**config.mk**
```make
export PLATFORM = sky130hd
export DESIGN_NAME = e_muldiv
export DESIGN_NICKNAME = d
export VERILOG_FILES = /design/src/rtl/e_muldiv.sv
export SDC_FILE = /design/constraint.sdc
export NUM_CORES = 2
export LEC_CHECK = 0
export ABC_AREA = 1
export BUFFER_PORTS_ARGS = -buffer_cell sky130_fd_sc_hd__buf_4
export CAP_MARGIN = 20
export CORE_UTILIZATION = 27
export CTS_BUF_LIST = sky130_fd_sc_hd__clkbuf_2
export DETAILED_ROUTE_END_ITERATION = 8
export PLACE_DENSITY = 0.48
export SETUP_SLACK_MARGIN = 0.1
export SYNTH_ARGS = -nofsm -noshare
export SYNTH_HDL_FRONTEND = slang
export SYNTH_SLANG_ARGS = --single-unit
```
**constraint.sdc**
```tcl
create_clock -name clk -period 2.2 [get_ports clk]
set_input_delay 0.33 -clock clk [delete_from_list [all_inputs] [get_ports clk]]
set_output_delay 0.33 -clock clk [all_outputs]
set_load 0.01 [all_outputs]
```
**src/rtl/e_muldiv.sv**
```systemverilog
`default_nettype none
// +------------------------------------------------------------------------+
// | Module      : e_muldiv                                                 |
// | Description : Multi-cycle integer multiply/divide unit. Multiply has a |
// |               fixed configurable latency; divide is radix-2 restoring  |
// |               on magnitudes with a final sign fix-up cycle.            |
// | Revision    : 1.0 - initial release                                    |
// +------------------------------------------------------------------------+
module e_muldiv #(
  parameter int WIDTH      = 32,
  parameter int MUL_STAGES = 2,
  parameter int TAG_W      = 6
) (
  input  logic             clk,
  input  logic             rst_n,
  input  logic             flush_i,
  input  logic             req_valid_i,
  output logic             req_ready_o,
  input  logic [2:0]       op_i,
  input  logic [WIDTH-1:0] r0_i,
  input  logic [WIDTH-1:0] r1_i,
  input  logic [TAG_W-1:0] tag_i,
  output logic             resp_valid_o,
  input  logic             resp_ready_i,
  output logic [WIDTH-1:0] result_o,
  output logic [TAG_W-1:0] resp_tag_o
);

  // Counter is shared by the multiply wait and the divide iterations.
  localparam int              CNT_W    = $clog2(WIDTH + MUL_STAGES) + 1;
  localparam logic [CNT_W-1:0] DIV_LAST = CNT_W'(WIDTH - 1);
  localparam logic [CNT_W-1:0] MUL_LAST = CNT_W'((MUL_STAGES > 1) ? MUL_STAGES - 2 : 0);

  localparam logic [2:0] OP_MUL   = 3'd0;
  localparam logic [2:0] OP_MULH  = 3'd1;
  localparam logic [2:0] OP_MULHU = 3'd2;
  localparam logic [2:0] OP_DIV   = 3'd3;
  localparam logic [2:0] OP_MOD   = 3'd4;
  localparam logic [2:0] OP_DIVU  = 3'd5;
  localparam logic [2:0] OP_MODU  = 3'd6;

  typedef enum logic [2:0] {
    S_IDLE = 3'd0,
    S_MUL  = 3'd1,
    S_DIV  = 3'd2,
    S_FIX  = 3'd3,
    S_DONE = 3'd4
  } state_t;

  state_t           state_q, state_d;
  logic [WIDTH-1:0] result_q, result_d;
  logic [TAG_W-1:0] tag_q, tag_d;
  logic [WIDTH-1:0] rem_q, rem_d;
  logic [WIDTH-1:0] quo_q, quo_d;
  logic [WIDTH-1:0] dsr_q, dsr_d;
  logic [CNT_W-1:0] cnt_q, cnt_d;
  logic             neg_quo_q, neg_quo_d;
  logic             neg_rem_q, neg_rem_d;
  logic             want_rem_q, want_rem_d;

  logic               is_mul, is_div, mul_signed, div_signed, accept;
  logic [2*WIDTH-1:0] mul_a, mul_b, mul_p;
  logic [WIDTH-1:0]   mul_res, abs_r0, abs_r1;
  logic [WIDTH:0]     shifted, trial;

  // Operand decode, full-width product and one restoring-divide step.
  always_comb begin
    is_mul     = (op_i == OP_MUL) | (op_i == OP_MULH) | (op_i == OP_MULHU);
    is_div     = (op_i >= OP_DIV) && (op_i <= OP_MODU);
    mul_signed = (op_i == OP_MULH);
    div_signed = (op_i == OP_DIV) | (op_i == OP_MOD);
    // Extending to 2*WIDTH makes the low 2*WIDTH product bits exact for
    // both signed and unsigned interpretations.
    mul_a   = {{WIDTH{mul_signed & r0_i[WIDTH-1]}}, r0_i};
    mul_b   = {{WIDTH{mul_signed & r1_i[WIDTH-1]}}, r1_i};
    mul_p   = mul_a * mul_b;
    mul_res = (op_i == OP_MUL) ? mul_p[WIDTH-1:0] : mul_p[2*WIDTH-1:WIDTH];
    // Most-negative magnitude is representable as an unsigned value.
    abs_r0  = (div_signed & r0_i[WIDTH-1]) ? -r0_i : r0_i;
    abs_r1  = (div_signed & r1_i[WIDTH-1]) ? -r1_i : r1_i;
    // Partial remainder stays below the divisor, so a negative trial is
    // flagged by its top bit.
    shifted = {rem_q, quo_q[WIDTH-1]};
    trial   = shifted - {1'b0, dsr_q};
  end

  // Next-state, handshake and datapath register updates.
  always_comb begin
    state_d    = state_q;
    result_d   = result_q;
    tag_d      = tag_q;
    rem_d      = rem_q;
    quo_d      = quo_q;
    dsr_d      = dsr_q;
    cnt_d      = cnt_q;
    neg_quo_d  = neg_quo_q;
    neg_rem_d  = neg_rem_q;
    want_rem_d = want_rem_q;
    req_ready_o = (state_q == S_IDLE) & ~flush_i;
    accept      = req_valid_i & req_ready_o;

    if (flush_i) begin
      state_d = S_IDLE;
    end else begin
      case (state_q)
        S_IDLE: begin
          if (accept) begin
            tag_d = tag_i;
            cnt_d = '0;
            if (is_mul) begin
              // Product is captured at accept and held for the remaining
              // stages, leaving room for retiming across the wait cycles.
              result_d = mul_res;
              state_d  = (MUL_STAGES > 1) ? S_MUL : S_DONE;
            end else if (is_div && (r1_i != '0)) begin
              rem_d      = '0;
              quo_d      = abs_r0;
              dsr_d      = abs_r1;
              neg_quo_d  = div_signed & (r0_i[WIDTH-1] ^ r1_i[WIDTH-1]);
              neg_rem_d  = div_signed & r0_i[WIDTH-1];
              want_rem_d = (op_i == OP_MOD) | (op_i == OP_MODU);
              state_d    = S_DIV;
            end else if (is_div) begin
              result_d = ((op_i == OP_DIV) | (op_i == OP_DIVU)) ? '1 : r0_i;
              state_d  = S_DONE;
            end else begin
              result_d = '0;
              state_d  = S_DONE;
            end
          end
        end
        S_MUL: begin
          cnt_d = cnt_q + 1'b1;
          if (cnt_q == MUL_LAST) state_d = S_DONE;
        end
        S_DIV: begin
          cnt_d = cnt_q + 1'b1;
          if (!trial[WIDTH]) begin
            rem_d = trial[WIDTH-1:0];
            quo_d = {quo_q[WIDTH-2:0], 1'b1};
          end else begin
            rem_d = shifted[WIDTH-1:0];
            quo_d = {quo_q[WIDTH-2:0], 1'b0};
          end
          if (cnt_q == DIV_LAST) state_d = S_FIX;
        end
        S_FIX: begin
          result_d = want_rem_q ? (neg_rem_q ? -rem_q : rem_q)
                                : (neg_quo_q ? -quo_q : quo_q);
          state_d  = S_DONE;
        end
        S_DONE: begin
          if (resp_ready_i) state_d = S_IDLE;
        end
        default: state_d = S_IDLE;
      endcase
    end
  end

  // State and datapath registers, cleared asynchronously.
  always_ff @(posedge clk or negedge rst_n) begin
    if (!rst_n) begin
      state_q    <= S_IDLE;
      result_q   <= '0;
      tag_q      <= '0;
      rem_q      <= '0;
      quo_q      <= '0;
      dsr_q      <= '0;
      cnt_q      <= '0;
      neg_quo_q  <= 1'b0;
      neg_rem_q  <= 1'b0;
      want_rem_q <= 1'b0;
    end else begin
      state_q    <= state_d;
      result_q   <= result_d;
      tag_q      <= tag_d;
      rem_q      <= rem_d;
      quo_q      <= quo_d;
      dsr_q      <= dsr_d;
      cnt_q      <= cnt_d;
      neg_quo_q  <= neg_quo_d;
      neg_rem_q  <= neg_rem_d;
      want_rem_q <= want_rem_d;
    end
  end

  assign resp_valid_o = (state_q == S_DONE);
  assign result_o     = result_q;
  assign resp_tag_o   = tag_q;

endmodule
`default_nettype wire

```
==> results.cfg <==
[outcome]
outcome = complete, but fails checks
violations = negative setup slack

[yosys]
yosys.cell_types.count = 65
avgSynthCellArea_um2 = 7.44
synthFlopType = dfrtp_1
synth_warnings = 0
synth_area_um2 = 52800
synthCells = 7093
synth_edf_count = 0
async_flop_share = 1.00
synth-seq-cells = 147
synth-seq-area-share = 0.0697
syn-num-nets = 8548

[worst_setup_path]
required_ns = 3.12
rr_startpoint = rem_q[1]
endpoint_kind = flop
cp_slowest_cell = fa_1
cp_common_cell = fa_1
cp-start-kind = input pin
critical_path_peak_fanout = 7
critPathArrivalTime_ns = 7.47
crit_type = input pin to flop
cpPeakStageDelay_ns = 0.59
rrSetupSlack_ns = -0.52
worstReg2RegEnd = result_o[31]
worstRegToRegCells = 13

[sta]
layout_min_cycle_time_ns = 6.55
grt_setup_unrepaired = yes
relSlewSlack = 0.466
setup_viol = 65
period_share = 2.98
finalSetupTns_ns = -146.75
finalClockSkew_ns = 0.0672
slew_violations = 0
fmax_ghz = 0.153
timing.final.ws_setup_ns = -4.35
hold_viol_final = 0
worst_pin_slew_ns = 0.801

[final_layout]
fin_util = 0.360
final_cell_mix = inv_1, nand2_1, buf_4
drive_above_1_share = 0.251
fillers = 20410
final_common_cell = inv_1
instances_no_fill = 10645
area_delta_synth_final_pct = 32.0
fin_nets = 9556

[clocking]
tritoncts = done
clock-root-buffer = clkbuf_2
cts_buffers = 17
cts.sinks = 147
htree_levels = 4
clock_path_buffers = 2
clk_latency_ns = 1.02
clk_pin_slew_ns = 0.25

[route]
antenna_left = 0
drt_wl_total_um = 214000
wl_per_cell_um = 20.1
drc = 0
viasPerCell = 4.53
drt_iter0_markers = 3446
vias = 48202
drtPass1Iterations = 5

[global_route]
antenna_found_initial = 12
track_usage = 0.219
grt_pass1_vias = 50951
grt_max_degree = 49
grt_pass1_wl_um = 324000
grt.overflow.total = 0

[place]
dpl.hpwl_um = 183000
routabilityCongestion = 0.938
port_buffers = 117
dpl.cell_count = 10465

[hold_path]
min_to = quo_q[9]
hold_path.class = input pin to flop
min_path_cells = 6
min_from = r0_i[9]

[floorplan]
die-height_um = 444
start_util = 0.273
io_pins = 118
dieArea_um2 = 197000
floorplan.rows = 161
core_um2 = 193000
dieWidth_um = 444

[flow_run]
max-cap-violations = 0
flip-flops by register name, summed over array words and instances, names as in the netlist:
| register | cells |
|---|---|
| want_rem_q | 1 |
| quo_q | 32 |
| resp_tag_o | 6 |
| rem_q | 32 |
| result_o | 32 |
| dsr_q | 32 |
| state_q | 3 |
| neg_rem_q | 1 |
| neg_quo_q | 1 |
| cnt_q | 7 |
timing repair:
action	in CTS	in global routing
gates cloned	8	1
pin swaps	178	168
resized for setup	620	342
setup endpoints to repair	81	89
hold buffers	53	1
setup buffers	53	32
endpoints found under the hold margin	218	1
metal layers:
metal	GRT usage	routed length, um
met5	0	21
met4	0.0479	5430
met3	0.0200	8970
met2	0.358	98700
met1	0.312	101000
cells in the mapped netlist (31+ instances only):
| cell | number | area share |
|---|---|---|
| dfrtp_1 | 147 | 0.070 |
| fa_1 | 1126 | 0.43 |
| o22ai_1 | 31 | 0.0037 |
| ha_1 | 251 | 0.060 |
| a21oi_1 | 229 | 0.022 |
| inv_1 | 1802 | 0.13 |
| o21ai_0 | 225 | 0.021 |
| nand2_1 | 1888 | 0.13 |
| xor2_1 | 45 | 0.0075 |
| nor3_1 | 45 | 0.0043 |
| clkbuf_1 | 222 | 0.016 |
| nand3_1 | 234 | 0.022 |
| nor2_1 | 404 | 0.029 |
| o21ai_1 | 46 | 0.0044 |
| nand4_1 | 35 | 0.0041 |
| buf_1 | 76 | 0.0054 |
worst max path at each step:
stage | from | end | slack (ns)
floorplan | op_i[2] | result_o[28] | -4.87
global placement | op_i[0] | result_o[13] | -5.87
detailed placement | op_i[0] | result_o[13] | -5.89
CTS | op_i[1] | result_o[28] | -4.28
global route | op_i[0] | result_o[28] | -4.53
finish | op_i[0] | result_o[28] | -4.35
critical path: cells and delay by family:
| kind | cells | cell delay [ns] |
|---|---|---|
| simple gates | 16 | 1.70 |
| fa+ha+maj | 9 | 4.42 |
| buf+inv | 11 | 0.97 |
cell families (layout without fill, tap and decap cells):
| family | Yosys count | in the layout | share of synthesized area |
|---|---|---|---|
| fa+ha+maj | 1377 | 1377 | 0.487 |
| simple gates | 2694 | 2696 | 0.207 |
| flops | 147 | 147 | 0.0697 |
| compound gates | 640 | 640 | 0.0676 |
| buf+inv | 2162 | 3180 | 0.157 |
| xor+xnor | 73 | 73 | 0.0121 |
| other cells | 0 | 6 | 0 |
final cells by class:
type                       instances  area, um2  share of cell area
tap                             2526       3160              0.0454
timing repair buffer            1332      11500               0.165
clock inverter                    12        133             0.00190
inverter                        1817       6900              0.0990
antenna                            6       15.0            0.000215
clock buffer                      19       95.1             0.00136
sequential                       147       3680              0.0528
multi-input combinational       4786      44200               0.634
through the flow:
stage	cell area [um2]	setup WS [ns]	hold slack [ns]
detailed placement	64600	-5.89	0.353
CTS	68200	-4.28	0.000688
floorplan	53500	-4.87	0.0344
global placement	64600	-5.87	0.356
global route	69700	-4.53	0.0226
finish	69700	-4.35	0.111
Power is not shown: default switching activity piles up to over one toggle a cycle in this logic, so the estimate is an artifact.
